$ cat config.mk
export PLATFORM = sky130hd
export DESIGN_NAME = n_bit_1_to_4_demux_stream_flat
export DESIGN_NICKNAME = d
export VERILOG_FILES = /design/src/rtl/n_bit_1_to_4_demux_stream_if.sv /design/src/rtl/n_bit_1_to_4_demux_stream.sv /design/src/flat_wrapper.sv
export SDC_FILE = /design/constraint.sdc
export NUM_CORES = 1
export LEC_CHECK = 0
export CAP_MARGIN = 10
export CORE_ASPECT_RATIO = 1.25
export CORE_UTILIZATION = 44
export CTS_CLUSTER_DIAMETER = 120
export DETAILED_ROUTE_END_ITERATION = 10
export PLACE_DENSITY = 0.91
export SLEW_MARGIN = 30
export SYNTH_ARGS = -nofsm -noshare
export SYNTH_HDL_FRONTEND = slang
export SYNTH_SLANG_ARGS = --single-unit
export TNS_END_PERCENT = 50
$ cat constraint.sdc
create_clock -name clk -period 3.4 [get_ports clk]
set_input_delay 0.34 -clock clk [delete_from_list [all_inputs] [get_ports clk]]
set_output_delay 0.34 -clock clk [all_outputs]
set_load 0.01 [all_outputs]
$ cat src/rtl/n_bit_1_to_4_demux_stream_if.sv
// Handshake bundle for the 1-to-4 stream demux: one producer side and four
// consumer slots. The producer/consumer bench uses master, the demux uses slave.
interface n_bit_1_to_4_demux_stream_if #(
    parameter int N = 4
);
    logic         enable;
    logic         in_valid;
    logic         in_ready;
    logic [1:0]   select;
    logic [N-1:0] in_data;
    logic [3:0]   out_valid;
    logic [3:0]   out_ready;
    logic [N-1:0] y0;
    logic [N-1:0] y1;
    logic [N-1:0] y2;
    logic [N-1:0] y3;

    modport master (
        output enable, in_valid, select, in_data, out_ready,
        input  in_ready, out_valid, y0, y1, y2, y3
    );

    modport slave (
        input  enable, in_valid, select, in_data, out_ready,
        output in_ready, out_valid, y0, y1, y2, y3
    );
endinterface

$ cat src/rtl/n_bit_1_to_4_demux_stream.sv
// Registered N-bit 1-to-4 demux with one single-entry slot per channel.
// Optional macro DEMUX_ZERO_IDLE_EN: EMPTY slots drive zeros on y0..y3.
module n_bit_1_to_4_demux_stream #(
    parameter int N = 4
) (
    input  logic                          clk,
    input  logic                          rst_n,
    n_bit_1_to_4_demux_stream_if.slave    bus
);

    typedef enum logic {
        EMPTY = 1'b0,
        FULL  = 1'b1
    } slot_state_e;

    slot_state_e  state_q [4];
    slot_state_e  state_d [4];
    logic [N-1:0] data_q  [4];
    logic [N-1:0] data_d  [4];
    logic [N-1:0] y_shown [4];
    logic         in_ready_c;
    logic         in_xfer_c;

    // A full slot can take a new word only if its consumer drains it this cycle.
    always_comb begin
        in_ready_c = 1'b0;
        in_xfer_c  = 1'b0;
        in_ready_c = bus.enable &&
                     ((state_q[bus.select] == EMPTY) || bus.out_ready[bus.select]);
        in_xfer_c  = bus.in_valid && in_ready_c;
    end

    always_comb begin
        for (int k = 0; k < 4; k++) begin
            state_d[k] = state_q[k];
            data_d[k]  = data_q[k];
            if ((state_q[k] == FULL) && bus.out_ready[k]) begin
                state_d[k] = EMPTY;
            end
            // A simultaneous load wins over the drain: old word consumed, new word held.
            if (in_xfer_c && (bus.select == 2'(k))) begin
                state_d[k] = FULL;
                data_d[k]  = bus.in_data;
            end
        end
    end

    always_ff @(posedge clk or negedge rst_n) begin
        if (!rst_n) begin
            for (int k = 0; k < 4; k++) begin
                state_q[k] <= EMPTY;
                data_q[k]  <= '0;
            end
        end else begin
            for (int k = 0; k < 4; k++) begin
                state_q[k] <= state_d[k];
                data_q[k]  <= data_d[k];
            end
        end
    end

    always_comb begin
        for (int k = 0; k < 4; k++) begin
`ifdef DEMUX_ZERO_IDLE_EN
            y_shown[k] = (state_q[k] == FULL) ? data_q[k] : '0;
`else
            y_shown[k] = data_q[k];
`endif
        end
    end

    assign bus.in_ready     = in_ready_c;
    assign bus.out_valid[0] = (state_q[0] == FULL);
    assign bus.out_valid[1] = (state_q[1] == FULL);
    assign bus.out_valid[2] = (state_q[2] == FULL);
    assign bus.out_valid[3] = (state_q[3] == FULL);
    assign bus.y0           = y_shown[0];
    assign bus.y1           = y_shown[1];
    assign bus.y2           = y_shown[2];
    assign bus.y3           = y_shown[3];

endmodule
$ cat src/flat_wrapper.sv
// flat-port wrapper written by rule: the top's interface ports become plain ports
module n_bit_1_to_4_demux_stream_flat 
#(
    parameter int N = 4
)
  (clk, rst_n, bus_enable, bus_in_valid, bus_select, bus_in_data, bus_out_ready, bus_in_ready, bus_out_valid, bus_y0, bus_y1, bus_y2, bus_y3);
  n_bit_1_to_4_demux_stream_if #(.N(N)) bus_i ();
  input  logic clk;
  input  logic rst_n;
  input wire logic [$bits(bus_i.enable)-1:0] bus_enable;
  input wire logic [$bits(bus_i.in_valid)-1:0] bus_in_valid;
  input wire logic [$bits(bus_i.select)-1:0] bus_select;
  input wire logic [$bits(bus_i.in_data)-1:0] bus_in_data;
  input wire logic [$bits(bus_i.out_ready)-1:0] bus_out_ready;
  output wire logic [$bits(bus_i.in_ready)-1:0] bus_in_ready;
  output wire logic [$bits(bus_i.out_valid)-1:0] bus_out_valid;
  output wire logic [$bits(bus_i.y0)-1:0] bus_y0;
  output wire logic [$bits(bus_i.y1)-1:0] bus_y1;
  output wire logic [$bits(bus_i.y2)-1:0] bus_y2;
  output wire logic [$bits(bus_i.y3)-1:0] bus_y3;
  assign bus_i.enable = bus_enable;
  assign bus_i.in_valid = bus_in_valid;
  assign bus_i.select = bus_select;
  assign bus_i.in_data = bus_in_data;
  assign bus_i.out_ready = bus_out_ready;
  assign bus_in_ready = bus_i.in_ready;
  assign bus_out_valid = bus_i.out_valid;
  assign bus_y0 = bus_i.y0;
  assign bus_y1 = bus_i.y1;
  assign bus_y2 = bus_i.y2;
  assign bus_y3 = bus_i.y3;
  n_bit_1_to_4_demux_stream #(.N(N)) u_core (.clk(clk), .rst_n(rst_n), .bus(bus_i));
endmodule
==> out/metrics.yaml, run 1 <==
synthesis:
  syn_area_um2: 837
  yosys.area.top_type_share_pct: 59.8
  synth_commonest_cells: "dfrtp_1 (20), mux2_2 (16), nand2b_1 (3)"
  synth_edf_count: 0
  synth_cell_types: 19
  ys.flop_type: "dfrtp_1"
  ys_seq_area_share_pct: 59.8
  synthArstFlopShare_pct: 100
  syn_area_per_cell_um2: 14.9
  yosysMostFrequentCell: "dfrtp_1"
  yosys_warnings: 0
  synth.largest_area_cell: "dfrtp_1"
  synthCells: 56
  syn-num-nets: 70
  synthTopCellsByArea: "dfrtp_1 (60%), mux2_2 (22%), nand2b_1 (2.2%)"
  yosys_register_bits: 20
clock_network:
  cts_made_buffers: 3
  cts.sinks: 20
  clock_path_buffers: 2
  clk_pin_slew_ns: 0.10
  post_cts_buffers: 0
  cts_tree: "done"
  htree_levels: 1
  clock_latency_ns: 0.29
  cts-root-buf: "clkbuf_4"
setup_path:
  worstPathArrival_ns: 1.91
  reg2regPathDepth: 3
  critPathRequiredTime_ns: 3.06
  cp-start-kind: "input pin"
  crit_type: "input pin to output pin"
  critPathMaxFanout: 8
  crit_path_end_kind: "output pin"
placed_design:
  preCtsSetupSlack_ns: 1.15
  portBuffers: 34
  dp_hpwl_um: 1350
  gp_congestion: 0.610
routing:
  drc: 0
  routed_via_density: 5.29
  drt_iter0_drc: 2
  ant_nets: 0
  wl_per_cell_um: 15.0
  first_pass_iters: 2
  wirelength_um: 1680
  vias: 592
timing:
  timing.hold.ws_ns: 0.513
  fin_worst_skew_ns: 0.00450
  hold_viol_final: 0
  slew_headroom_pct: 71.2
  setup_ws_ns: 1.15
  finalSetupTns_ns: 0
  period_needed_ns: 2.25
  slew_violations: 0
  tightestPinTransition_ns: 0.432
  max_freq_ghz: 0.445
  rsz0062_at_grt: "false"
  finalSetupViolations: 0
  timing.final.crit_share_pct: 66.2
floorplanning:
  start_util_pct: 47.4
  core_area_mm2: 0.00177
  io_pins: 35
  dieHeight_um: 50.8
  fp.dieW_um: 41.0
  rows: 17
  die_area_mm2: 0.00208
grt:
  antenna_found_initial: 0
  grt_pass1_wl_um: 2660
  grt_max_degree: 21
  gr-total-overflow: 0
  grt_pass1_vias: 611
  grt_usage_pct: 19.6
layout:
  drive_gt1_share_pct: 28.0
  diodes: 0
  fill_cells: 133
  multi_input_area_um2: 332
  area_delta_synth_final_pct: 46.2
  finalNetCount: 109
  regArea_um2: 500
power_and_ir_drop:
  cellPowerDensity_mw_per_mm2: 495
  vdd_drop_max_mv: 0.382
  p_leak_nw: 0.518
run:
  max_cap_viol_count: 0
worst_hold_path:
  hold_class: "input pin to asynchronous set/reset pin"
run_status:
  outcome: "complete, no violations"
-- final cells by class --
cell class,instances,area share (%)
flip-flops and latches,20,40.9
repair buffers,35,28.2
multi-input cells,35,27.1
well taps,19,1.94
clock buffers,3,1.84
-- worst max-delay path, stage by stage --
cell             delay, ns
clkdlybuf4s50_1       0.58
nand4bb_2             0.17
o311ai_0              0.13
a21oi_1               0.14
clkdlybuf4s50_1       0.54
-- state kept, by name, summed over array words and instances, names as in the netlist --
| signal | cells |
|---|---|
| u_core.bus.out_valid | 4 |
| u_core.bus.y0 | 4 |
| u_core.bus.y1 | 4 |
| u_core.bus.y2 | 4 |
| u_core.bus.y3 | 4 |
-- cell families after synthesis --
| logic type | count (synthesis) | synth area share [%] |
|---|---|---|
| and+or+nand+nor | 15 | 14.7 |
| DFF | 20 | 59.8 |
| muxes | 17 | 22.7 |
| AOI/OAI and AO/OA | 3 | 2.24 |
| buffers and inverters | 1 | 0.597 |
-- final timing paths --
check                           slack [ns]                                 from                      endpoint
max in group asynchronous             2.58                                rst_n  u_core.bus.y2[1]$_DFFE_PN0P_
min in group clk                      0.51         u_core.bus.y0[1]$_DFFE_PN0P_  u_core.bus.y0[1]$_DFFE_PN0P_
worst min-delay path                  0.51                                rst_n  u_core.bus.y3[2]$_DFFE_PN0P_
worst max register to register        2.01  u_core.bus.out_valid[1]$_DFFE_PN0P_  u_core.bus.y1[1]$_DFFE_PN0P_
worst min register to register        0.51         u_core.bus.y0[1]$_DFFE_PN0P_  u_core.bus.y0[1]$_DFFE_PN0P_
worst max-delay path                  1.15                        bus_select[0]                  bus_in_ready
-- cell usage in the layout, fill, tap and decap left out, types with 2 or more instances in the layout --
master,Yosys,final
mux2_2,16,16
nand2b_1,3,3
clkdlybuf4s50_1,0,33
dfrtp_1,20,20
nand2_1,2,2
clkbuf_4,0,3
-- per-layer routing --
layer | GRT usage (%) | part of all wire [%]
met5 | 0 | 0
met1 | 22.0 | 38
met4 | 11.7 | 1.4
met3 | 3.54 | 5.4
met2 | 32.0 | 55
-- per-stage QoR --
step | instance area [um^2] | utilization [%] | total power, W | instances
global route | 1220 | 69.3 | 0.000644 | 112
global placement | 1200 | 67.8 | 0.000502 | 108
finish | 1220 | 69.3 | 0.000606 | 112
floorplan | 837 | - | 0.000382 | 56
detailed placement | 1200 | 67.8 | 0.000509 | 108
CTS | 1220 | 69.0 | 0.000613 | 111
-- repair_timing --
| action | in CTS | in global routing |
|---|---|---|
| gates resized for setup | 0 | 0 |
| hold endpoints to repair | 0 | 20 |
| hold buffers | 0 | 1 |
-- where the power goes --
group / internal, W / total [W] / switching (W)
sequential: 0.000283 / 0.000306 / 0.0000227
clock: 0.0000411 / 0.000104 / 0.0000631
combinational: 0.000127 / 0.000196 / 0.0000685
total: 0.000451 / 0.000606 / 0.000154
Power figures use the tool's default switching activity.
==> inputs of run 2 (changes only) <==
--- a/config.mk
+++ b/config.mk
@@ -7,10 +7,10 @@
 export LEC_CHECK = 0
 export CAP_MARGIN = 10
 export CORE_ASPECT_RATIO = 1.25
-export CORE_UTILIZATION = 44
+export CORE_UTILIZATION = 37
 export CTS_CLUSTER_DIAMETER = 120
 export DETAILED_ROUTE_END_ITERATION = 10
-export PLACE_DENSITY = 0.91
+export PLACE_DENSITY = 0.83
 export SLEW_MARGIN = 30
 export SYNTH_ARGS = -nofsm -noshare
 export SYNTH_HDL_FRONTEND = slang
==> constraint.sdc (replaced) <==
create_clock -name clk -period 2 [get_ports clk]
set_input_delay 0.2 -clock clk [delete_from_list [all_inputs] [get_ports clk]]
set_output_delay 0.2 -clock clk [all_outputs]
set_load 0.01 [all_outputs]
==> run 2 against run 1 <==
Worst hold slack got worse by 0.27 ns; total power rose by 70%; core utilization shrank 8.1 points; combinational power grew 70%; flip-flop and latch count stayed put; clock-buffer cell count unchanged; first-iteration DRC count unchanged; routed wire length down 4.2%; die area increased by 18%; clock power up 74%.
==> out/metrics.yaml, run 2 (synthesis gave the netlist of run 1 again) <==
run_status:
  outcome: "complete, no violations"
clock_network:
  post_cts_buffers: 0  # unchanged
  clock_path_buffers: 2  # unchanged
  cts_resized: 0  # unchanged
  cts_tree: "done"
  clock_latency_ns: 0.29  # about the same
  holdBufCountCts: 0  # unchanged
  cts_made_buffers: 3  # unchanged
  htree_levels: 1  # unchanged
  cts.sinks: 20  # unchanged
  cts-root-buf: "clkbuf_4"
  clk_pin_slew_ns: 0.10  # about the same
setup_path:
  crit_path_end_kind: "output pin"
  r2r_end: "u_core.bus.y1[1]$_DFFE_PN0P_"
  cp-start-kind: "input pin"
  critPathRequiredTime_ns: 1.80  # -1.26 ns
  crit_type: "input pin to output pin"
  critPathMaxFanout: 7  # -1
  worstPathArrival_ns: 1.71  # -0.20 ns
  rr_startpoint: "u_core.bus.out_valid[1]$_DFFE_PN0P_"
  reg2regPathDepth: 3  # unchanged
  r2r_slack_ns: 0.62  # -1.39 ns
routing:
  wl_per_cell_um: 12.8  # -14%
  first_pass_iters: 2  # unchanged
  drt_iter0_drc: 2  # unchanged
  wirelength_um: 1610  # -4.2%
  routed_via_density: 4.76  # -9.9%
  ant_nets: 0  # unchanged
  vias: 595  # +0.51%
  drc: 0  # unchanged
floorplanning:
  rows: 18  # +1
  fp.dieW_um: 44.5  # +8.6%
  io_pins: 35  # unchanged
  die_area_mm2: 0.00246  # +18%
  dieHeight_um: 55.2  # +8.7%
  core_area_mm2: 0.00205  # +16%
  start_util_pct: 40.8  # -6.6 points
layout:
  finalNetCount: 111  # +1.8%
  fill_cells: 163  # +23%
  layout_common_cells: "clkdlybuf4s50_1 (34), dfrtp_1 (20), mux2_2 (16)"
  diodes: 0  # unchanged
  drive_gt1_share_pct: 29.5  # +1.5 points
  finalCoreUtilization_pct: 61.2  # -8.1 points
  layout_commonest_cell: "clkdlybuf4s50_1"
  area_delta_synth_final_pct: 49.9
power_and_ir_drop:
  vdd_drop_max_mv: 0.515  # +35%
  p_leak_nw: 0.528  # +2.0%
  p_total_w: 0.00103  # +70%
  cellPowerDensity_mw_per_mm2: 821  # +66%
worst_hold_path:
  hold_class: "input pin to asynchronous set/reset pin"
timing:
  hold_viol_final: 0  # unchanged
  timing.hold.ws_ns: 0.245  # -0.268 ns
  slew_violations: 0  # unchanged
  period_needed_ns: 1.91
  fin_worst_skew_ns: 0.00123  # -0.00328 ns
  tightestPinTransition_ns: 0.329  # -0.104 ns
  max_freq_ghz: 0.523
  rsz0062_at_grt: "false"
  finalSetupTns_ns: 0  # unchanged
  slew_headroom_pct: 77.8  # +6.6 points
  finalSetupViolations: 0  # unchanged
  timing.final.crit_share_pct: 95.7
grt:
  grt_pass1_wl_um: 2420  # -9.1%
  gr-total-overflow: 0  # unchanged
  grt_pass1_vias: 564  # -7.7%
  grt_max_degree: 21  # unchanged
  grt_usage_pct: 13.8  # -5.7 points
  antenna_found_initial: 0  # unchanged
placed_design:
  gp_congestion: 0.789  # +29%
  portBuffers: 34  # unchanged
  dp_hpwl_um: 1240  # -7.6%
run:
  max_cap_viol_count: 0  # unchanged
-- run 2: cell types whose count changed in the layout (fill, tap and decap cells not counted), sizes merged --
| cell | change |
|---|---|
| dlygate4sd3 | -1 |
| buf | +2 |
| clkdlybuf4s50 | +1 |
-- run 2: layout make-up --
type / count / area [um^2] / share of cell area (%)
Clock buffer: 3 / 22.5 / 1.79
Sequential cell: 20 / 500 / 39.9
Tap cell: 30 / 37.5 / 2.99
Multi-Input combinational cell: 35 / 332 / 26.4
Timing Repair Buffer: 37 / 363 / 28.9
-- run 2: worst max-delay path, cell delays in order --
cell and delay (ns):
clkdlybuf4s50_1 0.53, nand4bb_2 0.14, o311ai_0 0.14, a21oi_1 0.15, clkdlybuf4s50_1 0.55
-- run 2: metrics by stage --
step	instance area (um^2)	worst slack, ns	cells
final	1250	0.0864	125
after global routing	1250	0.0243	125
after CTS	1250	0.0814	125
after detailed placement	1230	0.0797	122
after global placement	1230	0.148	122
after floorplan	837	0.650	56
-- run 2: where the power goes --
| group | switching [W] | total [W] | internal (W) |
|---|---|---|---|
| clock network | 0.000111 | 0.000181 | 0.0000699 |
| registers | 0.0000348 | 0.000516 | 0.000481 |
| logic | 0.000114 | 0.000334 | 0.000220 |
-- run 2: worst max path at each step --
stage,startpoint,end,depth (start not counted)
finish,bus_select[0],bus_in_ready,5
global route,bus_select[0],bus_in_ready,5
CTS,bus_select[0],bus_in_ready,5
detailed placement,bus_select[0],bus_in_ready,5
global placement,bus_select[0],bus_in_ready,5
floorplan,u_core.bus.out_valid[1]$_DFFE_PN0P_,u_core.bus.y1[0]$_DFFE_PN0P_,3
-- run 2: layer usage --
layer,routed length [um],track usage (%)
met1,707,17.6
met2,741,22.8
met3,150,2.92
met4,6,6.06
met5,0,0
==> inputs of run 3 (changes only) <==
--- a/config.mk
+++ b/config.mk
@@ -15,4 +15,3 @@
 export SYNTH_ARGS = -nofsm -noshare
 export SYNTH_HDL_FRONTEND = slang
 export SYNTH_SLANG_ARGS = --single-unit
-export TNS_END_PERCENT = 50
==> results of run 3 <==
No change in the layout: final DEF, timing and power equal those of run 2.
